### src/rtl/mips_cpu_pkg.sv
// mips_cpu_pkg
// Shared definitions for the MIPS core. The instruction decoder and the
// HI/LO multiply/divide sequencer both import this package.
//   alu_op_e     : ALU-op codes emitted by the decoder (5 bits)
//   md_state_e   : multiply/divide sequencer states
//   MD_LAST_ITER : counter value of the final shift-add/subtract iteration
//   mag32()      : magnitude of a 32-bit operand, taken only for signed ops
package mips_cpu_pkg;

  typedef enum logic [4:0] {
    ALU_ADD   = 5'd0,
    ALU_SUB   = 5'd1,
    ALU_MULT  = 5'd2,
    ALU_DIV   = 5'd3,
    ALU_AND   = 5'd4,
    ALU_OR    = 5'd5,
    ALU_XOR   = 5'd6,
    ALU_NOR   = 5'd7,
    ALU_SLT   = 5'd8,
    ALU_SLTU  = 5'd9,
    ALU_SLL   = 5'd10,
    ALU_SRL   = 5'd11,
    ALU_SRA   = 5'd12,
    ALU_LUI   = 5'd13,
    ALU_MULTU = 5'd22,
    ALU_DIVU  = 5'd23,
    ALU_MTHI  = 5'd24,
    ALU_MTLO  = 5'd25
  } alu_op_e;

  typedef enum logic [1:0] {
    ST_IDLE = 2'd0,
    ST_RUN  = 2'd1,
    ST_FIX  = 2'd2
  } md_state_e;

  localparam logic [4:0] MD_LAST_ITER = 5'd31;

  // 0x80000000 maps onto itself, which is the correct unsigned magnitude.
  function automatic logic [31:0] mag32(input logic [31:0] v, input logic is_signed);
    if (is_signed && v[31]) begin
      mag32 = ~v + 32'd1;
    end else begin
      mag32 = v;
    end
  endfunction

endpackage

### src/rtl/mips_cpu_muldiv_seq_if.sv
// mips_cpu_muldiv_seq_if
// Command/result bundle between the core and the HI/LO multiply/divide
// sequencer.
//   start  : command valid, sampled each rising edge
//   op     : ALU-op code (MULT, MULTU, DIV, DIVU, MTHI, MTLO; others ignored)
//   rs_val : operand A (multiplicand / dividend / MT source)
//   rt_val : operand B (multiplier / divisor)
//   busy   : operation in flight, core stalls MFHI/MFLO
//   done   : one-cycle pulse when HI/LO were just written by mult/div
//   hi, lo : architectural HI and LO
// master = core side, slave = sequencer side.
interface mips_cpu_muldiv_seq_if;
  logic        start;
  logic [4:0]  op;
  logic [31:0] rs_val;
  logic [31:0] rt_val;
  logic        busy;
  logic        done;
  logic [31:0] hi;
  logic [31:0] lo;

  modport master (output start, op, rs_val, rt_val, input busy, done, hi, lo);
  modport slave  (input start, op, rs_val, rt_val, output busy, done, hi, lo);
endinterface

### src/rtl/mips_cpu_divstep.sv
// mips_cpu_divstep
// One radix-2 restoring-divide iteration, purely combinational.
//   rq      : {remainder, dividend/quotient} pair before the step
//   divisor : 32-bit divisor magnitude
//   rq_nxt  : pair after the step; the new quotient bit enters at bit 0
module mips_cpu_divstep (
  input  logic [63:0] rq,
  input  logic [31:0] divisor,
  output logic [63:0] rq_nxt
);

  logic [32:0] top_s;
  logic [32:0] diff_s;

  // Trial subtract of the divisor from the shifted partial remainder.
  always_comb begin
    top_s  = rq[63:31];
    diff_s = top_s - {1'b0, divisor};
    // Bit 32 of the difference is the borrow: set means restore.
    if (!diff_s[32]) begin
      rq_nxt = {diff_s[31:0], rq[30:0], 1'b1};
    end else begin
      rq_nxt = {top_s[31:0], rq[30:0], 1'b0};
    end
  end

endmodule

### src/rtl/mips_cpu_muldiv_seq.sv
// mips_cpu_muldiv_seq
// Iterative multiply/divide sequencer owning architectural HI/LO.
// MULT/MULTU/DIV/DIVU run 32 shift-add / restoring-divide iterations on
// operand magnitudes, then a FIX cycle applies signs and commits HI/LO.
// MTHI/MTLO write their register at the start edge and abort any op in flight.
//   clk     : core clock, rising edge
//   reset_n : asynchronous active-low reset
//   bus     : mips_cpu_muldiv_seq_if slave modport (start/op/operands in,
//             busy/done/hi/lo out, all outputs registered)
module mips_cpu_muldiv_seq
  import mips_cpu_pkg::*;
(
  input logic                  clk,
  input logic                  reset_n,
  mips_cpu_muldiv_seq_if.slave bus
);

  md_state_e   state_r, state_nxt_s;
  logic        busy_r, done_r, busy_nxt_s, done_nxt_s;
  logic        is_mul_s, is_div_s, is_sgn_s, is_md_s, is_mt_s;
  logic        step_s, commit_s;
  logic [4:0]  cnt_r;
  logic [63:0] acc_r;          // mult: {partial product, multiplier}; div: {rem, quo}
  logic [31:0] mcand_r;        // multiplicand or divisor magnitude
  logic [31:0] araw_r;         // unmodified rs_val, the divide-by-zero HI value
  logic        div_op_r, neg_q_r, neg_r_r, divz_r;
  logic [32:0] mul_sum_s;
  logic [63:0] mul_nxt_s, div_nxt_s, prod_s;
  logic [31:0] quo_s, rem_s, res_hi_s, res_lo_s, hi_r, lo_r;

  // Command decode; unknown op codes never count as a command.
  always_comb begin
    is_mul_s = (bus.op == ALU_MULT) || (bus.op == ALU_MULTU);
    is_div_s = (bus.op == ALU_DIV)  || (bus.op == ALU_DIVU);
    is_sgn_s = (bus.op == ALU_MULT) || (bus.op == ALU_DIV);
    is_md_s  = bus.start && (is_mul_s || is_div_s);
    is_mt_s  = bus.start && ((bus.op == ALU_MTHI) || (bus.op == ALU_MTLO));
  end

  // Next-state, step/commit strobes and next busy/done.
  always_comb begin
    state_nxt_s = state_r;
    step_s      = 1'b0;
    commit_s    = 1'b0;
    if (is_md_s) begin
      state_nxt_s = ST_RUN;                  // new op (re)starts from counter 0
    end else if (is_mt_s) begin
      state_nxt_s = ST_IDLE;                 // MT aborts anything in flight
    end else begin
      case (state_r)
        ST_IDLE: state_nxt_s = ST_IDLE;
        ST_RUN: begin
          step_s      = 1'b1;
          state_nxt_s = (cnt_r == MD_LAST_ITER) ? ST_FIX : ST_RUN;
        end
        ST_FIX: begin
          commit_s    = 1'b1;
          state_nxt_s = ST_IDLE;
        end
        default: state_nxt_s = ST_IDLE;
      endcase
    end
    busy_nxt_s = (state_nxt_s != ST_IDLE);
    done_nxt_s = commit_s;
  end

  // State register with registered busy/done.
  always_ff @(posedge clk or negedge reset_n) begin
    if (!reset_n) begin
      state_r <= ST_IDLE;
      busy_r  <= 1'b0;
      done_r  <= 1'b0;
    end else begin
      state_r <= state_nxt_s;
      busy_r  <= busy_nxt_s;
      done_r  <= done_nxt_s;
    end
  end

  // Inline multiply step: conditional add into the upper half, then shift right.
  always_comb begin
    mul_sum_s = {1'b0, acc_r[63:32]} + (acc_r[0] ? {1'b0, mcand_r} : 33'd0);
    mul_nxt_s = {mul_sum_s, acc_r[31:1]};
  end

  mips_cpu_divstep u_divstep (
    .rq      (acc_r),
    .divisor (mcand_r),
    .rq_nxt  (div_nxt_s)
  );

  // Operand latch and iteration datapath.
  always_ff @(posedge clk or negedge reset_n) begin
    if (!reset_n) begin
      cnt_r    <= 5'd0;
      acc_r    <= 64'd0;
      mcand_r  <= 32'd0;
      araw_r   <= 32'd0;
      div_op_r <= 1'b0;
      neg_q_r  <= 1'b0;
      neg_r_r  <= 1'b0;
      divz_r   <= 1'b0;
    end else if (is_md_s) begin
      cnt_r    <= 5'd0;
      acc_r    <= {32'd0, is_div_s ? mag32(bus.rs_val, is_sgn_s) : mag32(bus.rt_val, is_sgn_s)};
      mcand_r  <= is_div_s ? mag32(bus.rt_val, is_sgn_s) : mag32(bus.rs_val, is_sgn_s);
      araw_r   <= bus.rs_val;
      div_op_r <= is_div_s;
      neg_q_r  <= is_sgn_s && (bus.rs_val[31] ^ bus.rt_val[31]);
      neg_r_r  <= is_sgn_s && bus.rs_val[31];
      divz_r   <= is_div_s && (bus.rt_val == 32'd0);
    end else if (step_s) begin
      cnt_r    <= cnt_r + 5'd1;
      acc_r    <= div_op_r ? div_nxt_s : mul_nxt_s;
    end
  end

  // FIX-cycle sign correction and divide-by-zero override.
  always_comb begin
    prod_s = neg_q_r ? (~acc_r + 64'd1) : acc_r;
    quo_s  = neg_q_r ? (~acc_r[31:0] + 32'd1) : acc_r[31:0];
    rem_s  = neg_r_r ? (~acc_r[63:32] + 32'd1) : acc_r[63:32];
    if (!div_op_r) begin
      res_hi_s = prod_s[63:32];
      res_lo_s = prod_s[31:0];
    end else if (divz_r) begin
      res_hi_s = araw_r;
      res_lo_s = 32'hFFFF_FFFF;
    end else begin
      res_hi_s = rem_s;
      res_lo_s = quo_s;
    end
  end

  // Architectural HI/LO: written only by MTHI/MTLO or a FIX commit.
  always_ff @(posedge clk or negedge reset_n) begin
    if (!reset_n) begin
      hi_r <= 32'd0;
      lo_r <= 32'd0;
    end else if (is_mt_s) begin
      if (bus.op == ALU_MTHI) begin
        hi_r <= bus.rs_val;
      end else begin
        lo_r <= bus.rs_val;
      end
    end else if (commit_s) begin
      hi_r <= res_hi_s;
      lo_r <= res_lo_s;
    end
  end

  assign bus.busy = busy_r;
  assign bus.done = done_r;
  assign bus.hi   = hi_r;
  assign bus.lo   = lo_r;

endmodule
### src/flat_wrapper.sv
// flat-port wrapper written by rule: the top's interface ports become plain ports
module mips_cpu_muldiv_seq_flat import mips_cpu_pkg::*;
  (clk, reset_n, bus_start, bus_op, bus_rs_val, bus_rt_val, bus_busy, bus_done, bus_hi, bus_lo);
  mips_cpu_muldiv_seq_if bus_i ();
  input logic clk;
  input logic reset_n;
  input wire logic [$bits(bus_i.start)-1:0] bus_start;
  input wire logic [$bits(bus_i.op)-1:0] bus_op;
  input wire logic [$bits(bus_i.rs_val)-1:0] bus_rs_val;
  input wire logic [$bits(bus_i.rt_val)-1:0] bus_rt_val;
  output wire logic [$bits(bus_i.busy)-1:0] bus_busy;
  output wire logic [$bits(bus_i.done)-1:0] bus_done;
  output wire logic [$bits(bus_i.hi)-1:0] bus_hi;
  output wire logic [$bits(bus_i.lo)-1:0] bus_lo;
  assign bus_i.start = bus_start;
  assign bus_i.op = bus_op;
  assign bus_i.rs_val = bus_rs_val;
  assign bus_i.rt_val = bus_rt_val;
  assign bus_busy = bus_i.busy;
  assign bus_done = bus_i.done;
  assign bus_hi = bus_i.hi;
  assign bus_lo = bus_i.lo;
  mips_cpu_muldiv_seq u_core (.clk(clk), .reset_n(reset_n), .bus(bus_i));
endmodule
### config.mk
export PLATFORM = sky130hd
export DESIGN_NAME = mips_cpu_muldiv_seq_flat
export DESIGN_NICKNAME = d
export VERILOG_FILES = /design/src/rtl/mips_cpu_pkg.sv /design/src/rtl/mips_cpu_muldiv_seq_if.sv /design/src/rtl/mips_cpu_divstep.sv /design/src/rtl/mips_cpu_muldiv_seq.sv /design/src/flat_wrapper.sv
export SDC_FILE = /design/constraint.sdc
export NUM_CORES = 1
export LEC_CHECK = 0
export BUFFER_PORTS_ARGS = -buffer_cell sky130_fd_sc_hd__buf_2
export CAP_MARGIN = 15
export CORE_UTILIZATION = 45
export DETAILED_ROUTE_END_ITERATION = 10
export GPL_TIMING_DRIVEN = 1
export MAX_ROUTING_LAYER = met4
export PLACE_DENSITY = 0.72
export SLEW_MARGIN = 15
export SYNTH_ARGS = -nofsm -noshare
export SYNTH_HDL_FRONTEND = slang
export SYNTH_SLANG_ARGS = --single-unit
### constraint.sdc
create_clock -name clk -period 5.9 [get_ports clk]
set_input_delay 0.885 -clock clk [delete_from_list [all_inputs] [get_ports clk]]
set_output_delay 0.885 -clock clk [all_outputs]
set_load 0.03 [all_outputs]
After elaboration in Yosys (flattened, before gate mapping) --
Index checks and enable logic that the tools add are counted. Widths: inputs -> output; s select.
Operators by class: add/subtract/negate cells 8, eq/ne operators 11, multiplexer cells 34, bitwise logic cells 6, reduce and logical (&&, ||, !) cells 17
Operators with widths (count):
- $mux 32 | 17
- $mux 64 | 5
- $add 32x1->32 const B | 4
- $not 32->32 | 4
- $add 64x1->64 const B | 1
- $not 64->64 | 1
- $add 32x33->33 | 1
- $sub 33x32->33 | 1
- $logic_not 32->1 | 1
- $eq 5x5->1 const B | 5
- $eq 5x2->1 const B | 2
- $mux 5 | 2
- $mux 2 | 4
- $logic_and 1x1->1 | 6
- $mux 1 | 6
- $reduce_bool 2->1 | 3
- $add 5x1->5 const B | 1
- $logic_or 1x1->1 | 5
- $ne 2x2->1 const B | 2
- $reduce_and 2->1 | 2
- $eq 2x1->1 const B | 1
- $eq 2x2->1 const B | 1
- $xor 1x1->1 | 1
Storage, ports and cells: register bits 205, input port bits 72, output and inout port bits 66, logic and storage cells 89

Logic depth before layout (Yosys ltp) --
word-level depth 7, mapped depth 14, depth with buffers taken out 13

By module --
Synthesis repeated with hierarchy kept, for this count alone.
Second synthesis, totals: cell total of the unflattened synthesis 2285, area total of the unflattened synthesis 17971.0 µm²
By module, submodules not included:
- mips_cpu_muldiv_seq | instances 1, cells an instance 1949, area each 15379.8 µm², sequential area each 5129.9 µm²
- mips_cpu_divstep | instances 1, cells an instance 336, area each 2591.2 µm², sequential area each 0.0 µm²

Least setup slack after synthesis --
Ideal clock, no wire load.
path type register -> register, start point register u_core.acc_r[0], end point register u_core.acc_r[60], setup time 0.078 ns, arrival 3.205 ns, required time 5.822 ns, setup slack 2.618 ns, cell stages (with the launch flop) 14, path buffers 1, period minus slack after synthesis 3.282 ns, cell sequence dfrtp_1 clkinv_1 clkbuf_1 nor2_1 ha_1 a21oi_1 nand2_1 or3_1 a2111oi_0 o31a_1 o31ai_1 xnor2_1 o221a_2 a21oi_1
Between the ends: cells in the longest elaborated chain, start to end 5
Ends and longest elaborated chain:
- from (decl) | line mips_cpu_muldiv_seq.sv:23 | logic [63:0] acc_r;
- from (signal assigned) | line mips_cpu_muldiv_seq.sv:105 | acc_r <= {32'd0, is_div_s ? mag32(bus.rs_val, is_sgn_s) : mag32(bus.rt_val, is_sgn_s)};
- from (signal assigned) | line mips_cpu_muldiv_seq.sv:114 | acc_r <= div_op_r ? div_nxt_s : mul_nxt_s;
- $mux 32 | line mips_cpu_muldiv_seq.sv:82 | mul_sum_s = {1'b0, acc_r[63:32]} + (acc_r[0] ? {1'b0, mcand_r} : 33'd0);
- $add 32x33->33 | line mips_cpu_muldiv_seq.sv:82
- $mux 64 | line mips_cpu_muldiv_seq.sv:114
- $mux 64 | line mips_cpu_muldiv_seq.sv:112 | end else if (step_s) begin
- $mux 64 | line mips_cpu_muldiv_seq.sv:103 | end else if (is_md_s) begin
Every way passes these cells. The select of a mux whose other input is x is not followed. A chain may end at the register's enable or synchronous reset.

Worst setup path in the final report --
start point register u_core.acc_r[0], end point register u_core.acc_r[63]
Same word-level chain as after synthesis.

==> impl_metrics.xml <==
<?xml version="1.0" encoding="UTF-8"?>
<metrics>
  <group name="yosys">
    <metric name="synth.net_count" unit="">2437</metric>
    <metric name="ys_types" unit="">78</metric>
    <metric name="netlist_area" unit="sq um">17400</metric>
    <metric name="syn-instance-count" unit="">2293</metric>
    <metric name="yosys.area.top_type_share" unit="">0.294</metric>
    <metric name="async_flop_share" unit="">1.00</metric>
    <metric name="netlist.top_cell.by_area" unit="">sky130_fd_sc_hd__dfrtp_1</metric>
    <metric name="synthesis.yosys.warnings" unit="">0</metric>
    <metric name="syn-mean-instance-area" unit="sq um">7.60</metric>
    <metric name="ys_top_cells_by_area" unit="">sky130_fd_sc_hd__dfrtp_1, sky130_fd_sc_hd__nand2_1, sky130_fd_sc_hd__o21ai_0</metric>
    <metric name="ys.flop_type" unit="">sky130_fd_sc_hd__dfrtp_1</metric>
    <metric name="synth_seq_cells" unit="">205</metric>
    <metric name="synth-seq-area-share" unit="">0.294</metric>
    <metric name="count_of_flip_flops_with_a_built_in_enable_after_synthesis" unit="">0</metric>
  </group>
  <group name="drt">
    <metric name="num_vias" unit="">17800</metric>
    <metric name="wl_met2" unit="um">29600</metric>
    <metric name="route.detailed.vias_per_inst" unit="">6.30</metric>
    <metric name="ant_nets" unit="">0</metric>
    <metric name="met3RoutedLength" unit="um">5400</metric>
    <metric name="route.detailed.drc" unit="">0</metric>
    <metric name="routed.top_layer" unit="">met4</metric>
    <metric name="drt-initial-drc-count" unit="">1883</metric>
    <metric name="route.detailed.wl_per_inst" unit="um">23.1</metric>
    <metric name="routed_wirelength" unit="um">65200</metric>
    <metric name="route.layer.met1.wl" unit="um">27100</metric>
    <metric name="drtPass1Iterations" unit="">6</metric>
  </group>
  <group name="finish">
    <metric name="layout_commonest_cell" unit="">sky130_fd_sc_hd__nand2_1</metric>
    <metric name="commonest_cells_after_routing_fill_and_taps_aside" unit="">sky130_fd_sc_hd__nand2_1, sky130_fd_sc_hd__o21ai_0, sky130_fd_sc_hd__dfrtp_1, sky130_fd_sc_hd__nor2_1, sky130_fd_sc_hd__a21oi_1</metric>
    <metric name="total_number_of_nets_in_the_final_design" unit="">2440</metric>
    <metric name="final_layout_size_suffix_gt1_frac" unit="">0.102</metric>
    <metric name="areaGrowthSynthToFinish" unit="%">9.46</metric>
  </group>
  <group name="setup_path">
    <metric name="cp_slowest_cell" unit="">sky130_fd_sc_hd__a2111oi_0</metric>
    <metric name="worst_ep_arrival_time" unit="ns">4.70</metric>
    <metric name="critical_path_launch_point" unit="">u_core.acc_r[0]</metric>
    <metric name="r2r.worst_path.cells" unit="">13</metric>
    <metric name="reg2reg_setup_slack" unit="ns">1.58</metric>
    <metric name="worstPathCellList" unit="">clkinv_1 -&gt; buf_4 -&gt; nor2_1 -&gt; ha_1 -&gt; a21oi_1 -&gt; o211ai_1 -&gt; o2111ai_1 -&gt; nand3_1 -&gt; o211ai_1 -&gt; a31oi_1 -&gt; a21o_1 -&gt; a2111oi_0 -&gt; a211oi_1</metric>
    <metric name="r2r-end" unit="">u_core.acc_r[63]</metric>
    <metric name="worst_path_maximum_fanout" unit="">27</metric>
    <metric name="crit_path_max_incr_delay" unit="ns">0.94</metric>
    <metric name="worst_path_most_repeated_cell" unit="">sky130_fd_sc_hd__o211ai_1</metric>
    <metric name="startpoint_type" unit="">register</metric>
    <metric name="crit_path_end_kind" unit="">register</metric>
    <metric name="path_class" unit="">reg -&gt; reg</metric>
    <metric name="r2r_start" unit="">u_core.acc_r[0]</metric>
    <metric name="cp.required" unit="ns">6.27</metric>
  </group>
  <group name="floorplan">
    <metric name="start_util" unit="">0.461</metric>
    <metric name="die_w" unit="um">199</metric>
    <metric name="core.rowCount" unit="">71</metric>
    <metric name="dieArea" unit="sq um">39500</metric>
    <metric name="ios" unit="">138</metric>
    <metric name="core_area" unit="sq um">37800</metric>
    <metric name="die_h" unit="um">199</metric>
  </group>
  <group name="clock_tree">
    <metric name="holdBufCountCts" unit="">0</metric>
    <metric name="worst_skew_pair.late_latency" unit="ns">0.57</metric>
    <metric name="cts_root_buffer" unit="">sky130_fd_sc_hd__clkbuf_16</metric>
    <metric name="cts_setup_buffers" unit="">0</metric>
    <metric name="cts_repair_resize_count" unit="">0</metric>
    <metric name="cts-buffers-inserted" unit="">24</metric>
    <metric name="cts_max_level" unit="">1</metric>
    <metric name="cts_tree" unit="">built</metric>
    <metric name="cts_max_path_buffers" unit="">3</metric>
    <metric name="tritoncts_num_sinks" unit="">205</metric>
    <metric name="clkTransAtPathRegs" unit="ns">0.06</metric>
  </group>
  <group name="power">
    <metric name="power-per-cell-area" unit="nW/um^2">535</metric>
    <metric name="vdd_drop_max" unit="uV">281</metric>
    <metric name="power.combinational.fraction" unit="">0.587</metric>
    <metric name="p_leak" unit="uW">0.00818</metric>
    <metric name="power.clock.fraction" unit="">0.148</metric>
    <metric name="pwr-share-seq" unit="">0.265</metric>
    <metric name="switchingPower" unit="uW">5120</metric>
    <metric name="cell_internal_pwr" unit="uW">5080</metric>
    <metric name="sw_share" unit="">0.502</metric>
  </group>
  <group name="timing">
    <metric name="rsz0062_at_grt" unit="">false</metric>
    <metric name="fin_skew" unit="ns">0.0298</metric>
    <metric name="slew_headroom" unit="">0.248</metric>
    <metric name="max_freq" unit="MHz">231</metric>
    <metric name="setup-violations-final" unit="">0</metric>
    <metric name="fin_crit_sh" unit="">0.733</metric>
    <metric name="hold_viol" unit="">0</metric>
    <metric name="final_max_slew_viol_count" unit="">0</metric>
    <metric name="final_setup_margin" unit="ns">1.58</metric>
    <metric name="worst_pin_slew" unit="ns">1.12</metric>
    <metric name="finalWorstPathRequiredPeriod" unit="ns">4.32</metric>
    <metric name="setup-tns-final" unit="ns">0</metric>
  </group>
  <group name="global_route">
    <metric name="first_global_vias" unit="">16600</metric>
    <metric name="grt_max_degree" unit="">119</metric>
    <metric name="antenna_violations_before_repair" unit="">3</metric>
    <metric name="grt_remaining_overflow" unit="">0</metric>
    <metric name="gr-usage-all-layers" unit="">0.337</metric>
    <metric name="grt_first_pass_wirelength" unit="um">98600</metric>
  </group>
  <group name="place">
    <metric name="gp_routability_congestion" unit="">1.01</metric>
    <metric name="dp_hpwl" unit="um">48300</metric>
    <metric name="place.port_buffers" unit="">137</metric>
    <metric name="detailedPlace.worstSlack" unit="ns">1.78</metric>
  </group>
  <group name="run_status">
    <metric name="status" unit="">complete, no violations</metric>
  </group>
  <group name="flow_run">
    <metric name="cap_violations" unit="">0</metric>
  </group>
  <group name="min_path">
    <metric name="min-delay-path-class" unit="">in -&gt; async</metric>
  </group>
</metrics>
## through the flow
stage / util / cell area (sq um) / cells / hold slack, ns / total power (uW)
6_report: 0.504 / 19100 / 2825 / 0.393 / 10200
3_5_place_dp: 0.483 / 18300 / 2780 / 0.463 / 8530
5_1_grt: 0.504 / 19100 / 2825 / 0.480 / 10800
3_3_place_gp: 0.483 / 18300 / 2780 / 0.458 / 8460
4_1_cts: 0.503 / 19000 / 2822 / 0.453 / 10100
2_1_floorplan: - / 17400 / 2293 / 0.441 / 6870
## area by class of cell
class	count	area [sq um]
fill	3757	18800
multi-input combinational	1841	11400
clock buffer	33	654
antenna	2	5.00
timing repair buffer	158	887
sequential	205	5130
inverter	66	248
tap	511	639
clock inverter	9	123
## critical path, delay by kind of cell, from the launching register on
| family | cells | cell delay (ns) |
|---|---|---|
| flip-flops | 1 | 0.46 |
| AND/OR/NAND/NOR | 2 | 0.36 |
| AO/OA/AOI/OAI | 8 | 2.36 |
| adder cells (fa/ha/maj) | 1 | 0.29 |
| buffers and inverters | 2 | 0.64 |
## Yosys cell counts, types with 19 or more instances
cell type and n:
sky130_fd_sc_hd__a21o_1 34, sky130_fd_sc_hd__xnor2_1 123, sky130_fd_sc_hd__a21oi_1 165, sky130_fd_sc_hd__clkbuf_1 155
sky130_fd_sc_hd__nand3_1 65, sky130_fd_sc_hd__nor3_1 36, sky130_fd_sc_hd__a31oi_1 19, sky130_fd_sc_hd__o22ai_1 37
sky130_fd_sc_hd__mux2i_1 57, sky130_fd_sc_hd__o21ai_0 248, sky130_fd_sc_hd__ha_1 70, sky130_fd_sc_hd__nor2_1 179
sky130_fd_sc_hd__inv_1 64, sky130_fd_sc_hd__nand2_1 347, sky130_fd_sc_hd__o31ai_1 34, sky130_fd_sc_hd__xor2_1 81
sky130_fd_sc_hd__or3_1 19, sky130_fd_sc_hd__o211ai_1 57, sky130_fd_sc_hd__dfrtp_1 205
## layer usage
layer	vias to the layer above	track usage
met4	0	0.146
met1	8580	0.434
met2	848	0.516
met5	-	-
li1	8201	-
met3	158	0.0604
## sequential cells by signal, indices dropped and copies added (netlist names)
signal and flops:
u_core.bus.hi 32, u_core.bus.lo 32, u_core.araw_r 32, u_core.div_op_r 1, u_core.cnt_r 5, u_core.bus.done 1, u_core.divz_r 1, u_core.neg_r_r 1
u_core.acc_r 64, u_core.neg_q_r 1, u_core.mcand_r 32, u_core.bus.busy 1, u_core.state_r 2
## cell families after synthesis
family,Yosys count,synth area share
buf+inv,247,0.0551
flops,205,0.294
simple gates,771,0.200
xor+xnor,204,0.103
fa+ha+maj,72,0.0526
mux,65,0.0379
compound gates,729,0.258
## worst max-delay path by stage
stage / to / slack, ns / cells past startpoint
2_1_floorplan: u_core.acc_r[60] / 2.62 / 13
3_3_place_gp: u_core.acc_r[63] / 1.85 / 13
3_5_place_dp: u_core.acc_r[63] / 1.78 / 13
4_1_cts: u_core.acc_r[63] / 1.70 / 13
5_1_grt: u_core.acc_r[63] / 1.23 / 13
6_report: u_core.acc_r[63] / 1.58 / 13
## power by group through the flow
stage	combinational [uW]	sequential (uW)	clock, uW
floorplan	4390	2480	0
global placement	5790	2670	0
detailed placement	5840	2690	0
CTS	5880	2670	1520
global route	6520	2750	1580
finish	5990	2700	1510
Note: power is estimated with default switching activity, not from simulation.
